File: src/rtl/sram_pkg.sv
// sram_pkg: shared types and constants for the MEM-stage SRAM controller.
//   state_t             - controller FSM states (IDLE, LOW, HIGH, DONE)
//   DATA_BASE_ADDR      - byte address of the data segment; subtracted from the
//                         request address when SRAM_CTRL_ADDR_OFFSET_EN is defined
//   DEFAULT_WAIT_CYCLES - default extra hold cycles per half-word access
package sram_pkg;

  typedef enum logic [1:0] {
    IDLE = 2'd0,
    LOW  = 2'd1,
    HIGH = 2'd2,
    DONE = 2'd3
  } state_t;

  localparam logic [31:0] DATA_BASE_ADDR      = 32'd1024;
  localparam int          DEFAULT_WAIT_CYCLES = 1;

endpackage

File: src/rtl/sram_wait_counter.sv
// sram_wait_counter: 3-bit down-counter timing how long each half-word access
// is held on the SRAM bus.
//   clk      - clock
//   rst      - asynchronous active-low reset (count cleared)
//   load     - load load_val this cycle (takes priority over counting)
//   load_val - value loaded on each FSM state entry
//   tc       - terminal count: the count has reached zero
module sram_wait_counter (
  input  logic       clk,
  input  logic       rst,
  input  logic       load,
  input  logic [2:0] load_val,
  output logic       tc
);

  logic [2:0] count;

  // Saturates at zero; the FSM reloads it whenever it changes state.
  always_ff @(posedge clk or negedge rst) begin
    if (!rst) begin
      count <= 3'd0;
    end else if (load) begin
      count <= load_val;
    end else if (count != 3'd0) begin
      count <= count - 3'd1;
    end
  end

  assign tc = (count == 3'd0);

endmodule

File: src/rtl/sram_controller.sv
// sram_controller: serves 32-bit MEM-stage loads/stores from a 16-bit
// asynchronous SRAM as two half-word accesses (low half, then high half).
// ready stays low until the access completes; the core freezes on ~ready.
//   clk, rst          - clock, asynchronous active-low reset
//   mem_r_en/mem_w_en - read/write request levels, held until ready
//   addr, wdata       - byte address and store data
//   rdata             - registered load data, valid in the ready cycle
//   ready             - access complete / nothing pending
//   sram_addr         - half-word address to the SRAM
//   sram_dq_out/_in   - SRAM data bus out/in, sram_dq_oe enables the driver
//   sram_we_n         - active-low SRAM write strobe
// Optional macro SRAM_CTRL_ADDR_OFFSET_EN: when defined, DATA_BASE_ADDR is
// subtracted from addr so the data segment starts at SRAM address 0.
module sram_controller
  import sram_pkg::*;
#(
  parameter int SRAM_ADDR_W = 18,
  parameter int WAIT_CYCLES = DEFAULT_WAIT_CYCLES
) (
  input  logic                   clk,
  input  logic                   rst,
  input  logic                   mem_r_en,
  input  logic                   mem_w_en,
  input  logic [31:0]            addr,
  input  logic [31:0]            wdata,
  output logic [31:0]            rdata,
  output logic                   ready,
  output logic [SRAM_ADDR_W-1:0] sram_addr,
  output logic [15:0]            sram_dq_out,
  input  logic [15:0]            sram_dq_in,
  output logic                   sram_dq_oe,
  output logic                   sram_we_n
);

  state_t                 state, state_next;
  logic                   is_write_q;
  logic [SRAM_ADDR_W-2:0] word_q;
  logic [31:0]            wdata_q;
  logic [31:0]            eff_addr;
  logic                   tc;
  logic                   req;
  logic                   upper;
  logic                   driving;

  assign req = mem_r_en | mem_w_en;

`ifdef SRAM_CTRL_ADDR_OFFSET_EN
  assign eff_addr = addr - DATA_BASE_ADDR;
`else
  assign eff_addr = addr;
`endif

  // Byte-lane bits and bits above the SRAM size are dropped: word accesses
  // only, and addresses wrap modulo the SRAM size.
  logic unused_addr_bits;
  assign unused_addr_bits = ^{eff_addr[31:SRAM_ADDR_W+1], eff_addr[1:0]};

  sram_wait_counter u_wait (
    .clk      (clk),
    .rst      (rst),
    .load     (state_next != state),
    .load_val (3'(WAIT_CYCLES)),
    .tc       (tc)
  );

  always_ff @(posedge clk or negedge rst) begin
    if (!rst) begin
      state <= IDLE;
    end else begin
      state <= state_next;
    end
  end

  always_comb begin
    state_next = state;
    case (state)
      IDLE:    if (req) state_next = LOW;
      LOW:     if (tc)  state_next = HIGH;
      HIGH:    if (tc)  state_next = DONE;
      DONE:    state_next = IDLE;
      default: state_next = IDLE;
    endcase
  end

  // Request capture; a simultaneous read and write is treated as a write.
  always_ff @(posedge clk or negedge rst) begin
    if (!rst) begin
      is_write_q <= 1'b0;
      word_q     <= '0;
      wdata_q    <= 32'd0;
    end else if (state == IDLE && req) begin
      is_write_q <= mem_w_en;
      word_q     <= eff_addr[SRAM_ADDR_W:2];
      wdata_q    <= wdata;
    end
  end

  // Each half is captured on the edge that leaves its state.
  always_ff @(posedge clk or negedge rst) begin
    if (!rst) begin
      rdata <= 32'd0;
    end else if (!is_write_q && tc) begin
      if (state == LOW) begin
        rdata[15:0] <= sram_dq_in;
      end else if (state == HIGH) begin
        rdata[31:16] <= sram_dq_in;
      end
    end
  end

  // Bus outputs decode from registered state, so reset drops the strobe
  // and the driver immediately.
  always_comb begin
    upper       = 1'b0;
    driving     = 1'b0;
    sram_dq_out = wdata_q[15:0];
    if (state == HIGH) begin
      upper       = 1'b1;
      sram_dq_out = wdata_q[31:16];
    end
    if ((state == LOW || state == HIGH) && is_write_q) begin
      driving = 1'b1;
    end
    sram_addr  = {word_q, upper};
    sram_dq_oe = driving;
    sram_we_n  = ~driving;
  end

  assign ready = ~req | (state == DONE);

endmodule
File: config.mk
export PLATFORM = sky130hd
export DESIGN_NAME = sram_controller
export DESIGN_NICKNAME = d
export VERILOG_FILES = /design/src/rtl/sram_pkg.sv /design/src/rtl/sram_wait_counter.sv /design/src/rtl/sram_controller.sv
export SDC_FILE = /design/constraint.sdc
export NUM_CORES = 1
export LEC_CHECK = 0
export ABC_AREA = 1
export ABC_CLOCK_PERIOD_IN_PS = 1900
export CORE_MARGIN = 1.5
export CORE_UTILIZATION = 30
export DETAILED_ROUTE_END_ITERATION = 7
export DONT_BUFFER_PORTS = 1
export PLACE_DENSITY = 0.43
export SYNTH_ARGS = -nofsm -noshare
export SYNTH_HDL_FRONTEND = slang
export SYNTH_SLANG_ARGS = --single-unit
File: constraint.sdc
create_clock -name clk -period 1.9 [get_ports clk]
set_input_delay 0.38 -clock clk [delete_from_list [all_inputs] [get_ports clk]]
set_output_delay 0.38 -clock clk [all_outputs]
set_load 0.05 [all_outputs]
==> results_dict.tcl, run 1 <==
set metrics [dict create \
    status "finished with violations" \
    failed_checks "hold timing, setup timing" \
    drt_iter0_drc 69 \
    hold_violations 87 \
    fmax_mhz 517 \
    clock-sinks 87 \
    average_size_of_a_mapped_cell_sq_um 8.63 \
    antenna_violations_before_repair 0 \
    cts_htree_levels 3 \
    layout_common_cells "nand2_1, dfrtp_1, inv_1" \
    syn_area_sq_mm 0.00367 \
    grt_setup_unrepaired "true" \
    yosysWarnings 0 \
    relSlewSlack_pct 65.9 \
    part_of_the_yosys_area_used_for_sequential_elements_pct 59.4 \
    timing.critical_path.arrival_ns 1.55 \
    crit_path_cell_trace "ha_4 -> buf_16 -> o21ai_4" \
    holdCritPathClass "in -> async" \
    detailedRoute.firstPassIterationCount 6 \
    tritoncts_clock_tree "done" \
    setup_slack_ns -0.0339 \
    port-buffer-count 0 \
    finalWorstPathRequiredPeriod_ns 1.93 \
    post_syn_instances 425 \
    cap_violations 0 \
    diodes 0 \
    slowest_delay_ns 0.45 \
    drt-vias-per-instance 4.55 \
    postLayoutCellArea_sq_mm 0.00448 \
    clock-skew-final_ns 0.00704 \
    critPathSlowestCell "dfrtp_2" \
    cp_top_delay_family "flip-flops" \
    place_area_sq_mm 0.00407 \
    post_route_cells_drive_above_1_share_pct 15.9 \
    areaGrowthSynthToFinish_pct 22.2 \
    die_height_um 114 \
    track_usage_pct 14.3 \
    avgRoutedWirePerCell_um 14.7 \
    crit_fanout 16 \
    fin_util_pct 37.5 \
    cts-root-buf "clkbuf_16" \
    nFillCells 1236 \
    share_of_the_cycle_needed_by_the_critical_path_after_routing_pct 102 \
    hold_ws_ns -0.277 \
    clock_network_latency_to_the_later_pin_of_the_worst_skew_pair_ns 0.35 \
    dr_total_vias 2665 \
    grt_first_pass_wirelength_um 13900 \
    grt_pass1_vias 2676 \
    final_antenna_net_count 0 \
    setup.worst_path.start_class "flop" \
    gp_congestion 0.672 \
    detail_route.drc_violations 0 \
    timing_worst_slew_pin_value_ns 0.512 \
    finalMaxSlewViolations 0 \
    reg2reg_slack_ns 0.43 \
    tritoncts.num_buffers 9 \
    setup_viol 16 \
    synth.lib_cells_used.distinct 19 \
    rows 40 \
    final_routed_wirelength_um 8610 \
    synth-seq-cells 87 \
    top_cells_by_area_synth "dfrtp_1, nand2_1, o21ai_0" \
    timing_worst_setup_path_type "reg -> out" \
    layout.cells.most_common "nand2_1" \
    die_x_um 114 \
    start_util_pct 30.6 \
    dieArea_sq_mm 0.0129 \
    crit_required_ns 1.52 \
    dpl_worst_slack_ns 0.120 \
    dp.final_hpwl_um 5550 \
    clkSlewWorstSetupHoldPaths_ns 0.07 \
    crit_buf_inv 1 \
    yosysTopAreaCellShare_pct 59.4 \
    endpoint_kind "output port" \
    cts.path.max_buffers 2 \
    io-pin-count 153 \
    core-area_sq_mm 0.0120 \
    grt_max_degree 88 \
    synth.largest_area_cell "dfrtp_1" \
    mappedNetlistNets 517 \
    finish.net_count 526 \
    global_route.overflow_total 0 \
]
==> registers in the layout, summed over array words and instances (netlist names) <==
register      flops
is_write_q        1
state             2
u_wait.count      3
rdata            32
wdata_q          32
word_q           17
==> logic make-up (layout without fill, tap and decap cells) <==
| group | after synthesis | in the layout | share of synthesized area [%] |
|---|---|---|---|
| adders and majority gates | 8 | 8 | 2.73 |
| and+or+nand+nor | 195 | 195 | 20.6 |
| AOI/OAI and AO/OA | 68 | 68 | 9.59 |
| xor gates and xnor gates | 1 | 1 | 0.239 |
| DFF | 87 | 87 | 59.4 |
| buffers and inverters | 66 | 80 | 7.41 |
==> per-layer routing <==
| metal | global-route usage [%] | vias up | wire (um) |
|---|---|---|---|
| li1 | - | 1325 | - |
| met1 | 17.6 | 1233 | 3750 |
| met2 | 21.0 | 96 | 3850 |
| met3 | 7.12 | 11 | 862 |
| met4 | 6.25 | 0 | 151 |
| met5 | 0 | - | 0 |
==> final cells by class <==
class	instances	area, sq um	share of cell area, %
multi-input cells	272	1420	31.6
flip-flops and latches	87	2180	48.6
clock inverters	6	51.3	1.14
clock buffers	10	239	5.33
repair buffers	19	240	5.36
inverters	45	173	3.85
well taps	147	184	4.10
==> final timing paths <==
| kind | from | depth (start not counted) | end |
|---|---|---|---|
| max | state[1] | 3 | sram_dq_out[2] |
| min | rst | 0 | wdata_q[19] |
| max reg2reg | u_wait.count[0] | 8 | rdata[22] |
| min reg2reg | wdata_q[17] | 2 | wdata_q[17] |
| max in group asynchronous | rst | 0 | state[1] |
| min in group clk | addr[4] | 2 | word_q[2] |
==> cell usage after synthesis <==
library cell / number
nand3_1: 6
dfrtp_1: 87
nand2_2: 1
clkbuf_1: 9
a21oi_1: 1
nor2_1: 5
xor2_1: 1
o21ai_1: 16
inv_1: 43
ha_1: 8
inv_2: 2
nand3_2: 2
buf_2: 10
or2_2: 1
buf_4: 1
o21ai_0: 50
nand2_1: 180
o21ai_4: 1
buf_6: 1
==> metrics by stage <==
step | setup TNS [ns] | cells
after floorplan | -0.146 | 425
after global placement | 0 | 566
after detailed placement | 0 | 566
after CTS | -0.476 | 586
after global routing | -1.12 | 586
final | -0.313 | 586
==> what timing repair did <==
action,4_1_cts,5_1_grt
gates cloned,1,0
setup endpoints to repair,19,19
resized for setup,14,5
pin swaps,10,0
buffers inserted,3,0
hold endpoints to repair,87,87
Power of run 1 is left out: the tool's default activity adds up to more than one toggle a clock period on the data nets, which glitch-free logic cannot reach.
==> inputs of run 2 (changes only) <==
--- a/config.mk
+++ b/config.mk
@@ -7,11 +7,13 @@
 export LEC_CHECK = 0
 export ABC_AREA = 1
 export ABC_CLOCK_PERIOD_IN_PS = 1900
-export CORE_MARGIN = 1.5
+export CORE_MARGIN = 3
 export CORE_UTILIZATION = 30
+export CTS_CLUSTER_DIAMETER = 200
 export DETAILED_ROUTE_END_ITERATION = 7
 export DONT_BUFFER_PORTS = 1
 export PLACE_DENSITY = 0.43
+export SKIP_CTS_REPAIR_TIMING = 1
 export SYNTH_ARGS = -nofsm -noshare
 export SYNTH_HDL_FRONTEND = slang
 export SYNTH_SLANG_ARGS = --single-unit
==> run 2 against run 1 <==
Net effect:
- the flow still finishes with violations (hold timing, setup timing)
- routed wire length up 2.1%
- hold slack improved by 0.017 ns
- global-route usage shrank 1.1 points
- clock skew down 0.0018 ns
- critical endpoint unchanged
- cell count unchanged
==> results_dict.tcl, run 2 (synthesized netlist as in run 1, its figures left out) <==
set metrics [dict create \
    status "finished with violations" \
    failed_checks "hold timing, setup timing" \
    clock-sinks 87 \
    final_antenna_net_count 0 \
    port-buffer-count 0 \
    cts.path.max_buffers 2 \
    dp.final_hpwl_um 5930 \
    start_util_pct 31.4 \
    crit-reg2reg-capture "wdata_q[1]" \
    drt_iter0_drc 178 \
    setup_slack_ns -0.0484 \
    setup.worst_path.start_class "flop" \
    tritoncts.num_buffers 9 \
    relSlewSlack_pct 65.6 \
    dr_total_vias 2685 \
    finalMaxSlewViolations 0 \
    die_x_um 117 \
    clkSlewWorstSetupHoldPaths_ns 0.06 \
    layout.cells.most_common "nand2_1" \
    global_route.overflow_total 0 \
    grt_first_pass_wirelength_um 13800 \
    endpoint_kind "output port" \
    areaGrowthSynthToFinish_pct 23.4 \
    tritoncts_clock_tree "done" \
    gp_congestion 0.684 \
    layout.area.seq_sq_mm 0.00218 \
    share_of_the_cycle_needed_by_the_critical_path_after_routing_pct 103 \
    hold_ws_ns -0.260 \
    avgRoutedWirePerCell_um 15.0 \
    fmax_mhz 513 \
    multi_input_comb_area_sq_mm 0.00140 \
    core-area_sq_mm 0.0117 \
    cts_htree_levels 3 \
    cts-root-buf "clkbuf_16" \
    hold_violations 87 \
    io-pin-count 153 \
    post_route_cells_drive_above_1_share_pct 16.0 \
    detailedRoute.firstPassIterationCount 4 \
    reg_top3 "rdata x32, wdata_q x32, word_q x17" \
    clock_network_latency_to_the_later_pin_of_the_worst_skew_pair_ns 0.34 \
    reg2reg_slack_ns 0.32 \
    timing.critical_path.arrival_ns 1.57 \
    diodes 0 \
    final_routed_wirelength_um 8800 \
    layout_common_cells "nand2_1, dfrtp_1, inv_1" \
    grt_setup_unrepaired "true" \
    grt_pass1_vias 2712 \
    finalWorstPathRequiredPeriod_ns 1.95 \
    grt_max_degree 88 \
    antenna_violations_before_repair 0 \
    crit_required_ns 1.52 \
    die_height_um 117 \
    detail_route.drc_violations 0 \
    timing_worst_setup_path_type "reg -> out" \
    clock-skew-final_ns 0.00519 \
    cap_violations 0 \
    worstRegToRegCells 8 \
    nFillCells 1204 \
    rows 39 \
    crit_fanout 6 \
    track_usage_pct 13.2 \
    setup_viol 15 \
    finish.net_count 530 \
    reg2reg_from "state[0]" \
    dieArea_sq_mm 0.0136 \
    drt-vias-per-instance 4.58 \
    timing_worst_slew_pin_value_ns 0.516 \
    holdCritPathClass "in -> async" \
]
==> run 2: cell types whose count changed in the layout (fill, tap and decap cells not counted), moves of 2 or more <==
| cell | before | now |
|---|---|---|
| buf_12 | 5 | 7 |
| buf_4 | 9 | 11 |
| inv_6 | 3 | 0 |
| nand2_1 | 174 | 176 |
| nand2_2 | 6 | 4 |
==> run 2: worst max path at each step <==
stage,endpoint,slack [ns],cells after the start,from
2_1_floorplan,sram_dq_out[11],-0.04,5,state[0]
3_3_place_gp,sram_dq_out[12],0.22,6,state[0]
3_5_place_dp,wdata_q[1],0.20,8,state[0]
4_1_cts,sram_dq_out[12],-0.19,6,state[0]
5_1_grt,sram_dq_out[2],-0.13,4,state[0]
6_report,sram_dq_out[2],-0.05,4,state[0]
==> run 2: layout make-up <==
| type | instances | share of cell area (%) |
|---|---|---|
| clock buffer | 11 | 5.37 |
| clock inverter | 5 | 1.27 |
| inverter | 45 | 3.82 |
| multi-input combinational | 272 | 31.0 |
| sequential | 87 | 48.2 |
| tap | 143 | 3.96 |
| timing repair buffer | 23 | 6.47 |
==> run 2: critical path, stage by stage, from the launching register on <==
cell and delay (ns):
dfrtp_1 0.41, inv_2 0.07, ha_4 0.20, clkbuf_16 0.18
o21ai_4 0.35
==> run 2: stage by stage <==
stage / TNS, ns / util, % / std cells / setup slack [ns] / cell area, sq um
2_1_floorplan: -0.146 / - / 425 / -0.0366 / 3820
3_3_place_gp: 0 / 35.2 / 564 / 0.217 / 4100
3_5_place_dp: 0 / 35.2 / 564 / 0.196 / 4100
4_1_cts: -2.52 / 37.7 / 580 / -0.186 / 4400
5_1_grt: -1.75 / 38.8 / 586 / -0.126 / 4520
6_report: -0.254 / 38.8 / 586 / -0.0484 / 4520
==> run 2: layer usage <==
| metal | up-vias | global-route usage (%) | share of wire (%) |
|---|---|---|---|
| li1 | 1330 | - | - |
| met1 | 1249 | 15.2 | 42 |
| met2 | 101 | 20.7 | 46 |
| met3 | 5 | 8.13 | 11 |
| met4 | 0 | 3.44 | 0.80 |
| met5 | - | 0 | 0 |
Power of run 2 is left out for the same reason.
==> inputs of run 3 (changes only) <==
--- a/config.mk
+++ b/config.mk
@@ -5,14 +5,13 @@
 export SDC_FILE = /design/constraint.sdc
 export NUM_CORES = 1
 export LEC_CHECK = 0
-export ABC_AREA = 1
 export ABC_CLOCK_PERIOD_IN_PS = 1900
 export CORE_MARGIN = 3
-export CORE_UTILIZATION = 30
+export CORE_UTILIZATION = 40
 export CTS_CLUSTER_DIAMETER = 200
 export DETAILED_ROUTE_END_ITERATION = 7
 export DONT_BUFFER_PORTS = 1
-export PLACE_DENSITY = 0.43
+export PLACE_DENSITY = 0.53
 export SKIP_CTS_REPAIR_TIMING = 1
 export SYNTH_ARGS = -nofsm -noshare
 export SYNTH_HDL_FRONTEND = slang
==> run 3 against run 2 <==
Net effect:
- the flow still finishes with violations (hold timing, setup timing)
- critical path depth is the same
- setup slack gained 0.0088 ns
- critical path type unchanged
- utilization grew 9.3 points
- die area shrank 22%
- fmax grew 0.45%
==> results_dict.tcl, run 3 <==
set metrics [dict create \
    postSynth.asyncResetShare_pct 100 \
    setup_viol 17 \
    track_usage_pct 12.6 \
    rows 34 \
    grt_setup_unrepaired "true" \
    detailedRoute.firstPassIterationCount 4 \
    grt_pass1_vias 1958 \
    cts-root-buf "clkbuf_8" \
    global_route.overflow_total 0 \
    yosysWarnings 0 \
    layout.cells.most_common "dfrtp_1" \
    postLayoutCellArea_sq_mm 0.00430 \
    timing_worst_setup_path_type "reg -> out" \
    clkSlewWorstSetupHoldPaths_ns 0.08 \
    synth.largest_area_cell "dfrtp_1" \
    cts.path.max_buffers 2 \
    part_of_the_yosys_area_used_for_sequential_elements_pct 57.6 \
    relSlewSlack_pct 66.8 \
    synth.lib_cells_used.distinct 29 \
    syn_area_sq_mm 0.00378 \
    avgRoutedWirePerCell_um 19.1 \
    post_syn_instances 240 \
    crit_fanout 10 \
    drt_iter0_drc 99 \
    layout_common_cells "dfrtp_1, mux2_2, mux2_4" \
    finalWorstPathRequiredPeriod_ns 1.94 \
    yosysTopAreaCellShare_pct 57.6 \
    timing_worst_slew_pin_value_ns 0.498 \
    holdCritPathClass "in -> async" \
    endpoint_kind "output port" \
    number_of_enable_type_register_cells_in_the_synthesized_netlist 0 \
    cap_violations 0 \
    crit_buf_inv 2 \
    cp_top_delay_family "flip-flops" \
    status "finished with violations" \
    hold_ws_ns -0.273 \
    yosysMostFrequentCell "dfrtp_1" \
    antenna_violations_before_repair 0 \
    dieArea_sq_mm 0.0106 \
    final_antenna_net_count 0 \
    reg_top3 "rdata x32, wdata_q x32, word_q x17" \
    grt_first_pass_wirelength_um 10100 \
    share_of_the_cycle_needed_by_the_critical_path_after_routing_pct 102 \
    mappedNetlistNets 332 \
    port-buffer-count 0 \
    tritoncts.num_buffers 9 \
    finalMaxSlewViolations 0 \
    dr_total_vias 1937 \
    clock-skew-final_ns 0.00671 \
    gp_congestion 0.682 \
    final_routed_wirelength_um 6910 \
    fmax_mhz 516 \
    place_area_sq_mm 0.00401 \
    crit_path_cell_trace "inv_2 -> ha_4 -> buf_12 -> mux2_4" \
    die_height_um 103 \
    synth.cells.most_frequent "dfrtp_1, mux2_2, mux2_4" \
    finish.net_count 343 \
    cts_htree_levels 3 \
    io-pin-count 153 \
    dp.final_hpwl_um 4640 \
    slowest_delay_ns 0.43 \
    grt_max_degree 88 \
    start_util_pct 42.3 \
    setup.worst_path.start_class "flop" \
    setup_slack_ns -0.0396 \
    drt-vias-per-instance 5.35 \
    core-area_sq_mm 0.00893 \
    synth_top_flop_cell "dfrtp_1" \
    fin_util_pct 48.1 \
    die_x_um 103 \
    top_cells_by_area_synth "dfrtp_1, mux2_2, mux2_4" \
    clock-sinks 87 \
    detail_route.drc_violations 0 \
    synth-seq-cells 87 \
    clock_network_latency_to_the_later_pin_of_the_worst_skew_pair_ns 0.34 \
    diodes 0 \
    critPathSlowestCell "dfrtp_1" \
    hold_violations 87 \
    timing.critical_path.arrival_ns 1.56 \
    crit_required_ns 1.52 \
    failed_checks "hold timing, setup timing" \
    average_size_of_a_mapped_cell_sq_um 15.7 \
    areaGrowthSynthToFinish_pct 13.8 \
    post_route_cells_drive_above_1_share_pct 53.1 \
    tritoncts_clock_tree "done" \
]
run 3: cell count changes in the layout (fill, tap and decap cells not counted), sizes merged, moves of 3 or more:
cell,delta
buf,-11
clkinv,-3
inv,-39
mux2,+97
nand2,-175
nand3,-7
o21ai,-64
run 3: area by class of cell:
| cell class | count | area (sq um) |
|---|---|---|
| Tap cell | 108 | 135 |
| Clock inverter | 4 | 72.6 |
| Fill cell | 785 | 4630 |
| Sequential cell | 87 | 2180 |
| Clock buffer | 10 | 128 |
| Timing Repair Buffer | 11 | 169 |
| Inverter | 5 | 18.8 |
| Multi-Input combinational cell | 137 | 1600 |
run 3: final timing paths:
kind	from	end	slack, ns	depth (start not counted)
max	state[0]	sram_dq_out[2]	-0.04	4
min in group clk	mem_w_en	is_write_q	0.15	2
max in group asynchronous	rst	word_q[6]	2.03	0
max reg2reg	state[1]	rdata[3]	0.06	5
min reg2reg	wdata_q[11]	wdata_q[11]	0.51	1
min	rst	word_q[0]	-0.27	0
run 3: logic make-up (layout without fill, tap and decap cells):
kind of cell	after synthesis	after routing	share of synthesized area, %
AO/OA/AOI/OAI	11	11	2.09
adder cells (fa/ha/maj)	8	8	2.65
buffers and inverters	16	30	2.98
multiplexers	98	98	31.2
flip-flops	87	87	57.6
XOR/XNOR	1	1	0.232
AND/OR/NAND/NOR	19	19	3.28
run 3: metal layers:
metal	global-route usage, %	up-vias	share of wire, %
li1	-	862	-
met1	15.6	975	41
met2	18.7	92	47
met3	5.90	8	11
met4	5.68	0	1.3
met5	0	-	0
run 3: per-stage QoR:
stage          std cells  TNS [ns]  hold WS (ns)  setup slack (ns)
6_report             362    -0.586        -0.273           -0.0396
3_3_place_gp         347         0        0.0865             0.119
3_5_place_dp         347         0        0.0865            0.0849
2_1_floorplan        240    -0.288        0.0844           -0.0721
5_1_grt              362     -2.32        -0.307            -0.144
4_1_cts              361     -3.56        -0.307            -0.242
Power of run 3 is left out for the same reason.
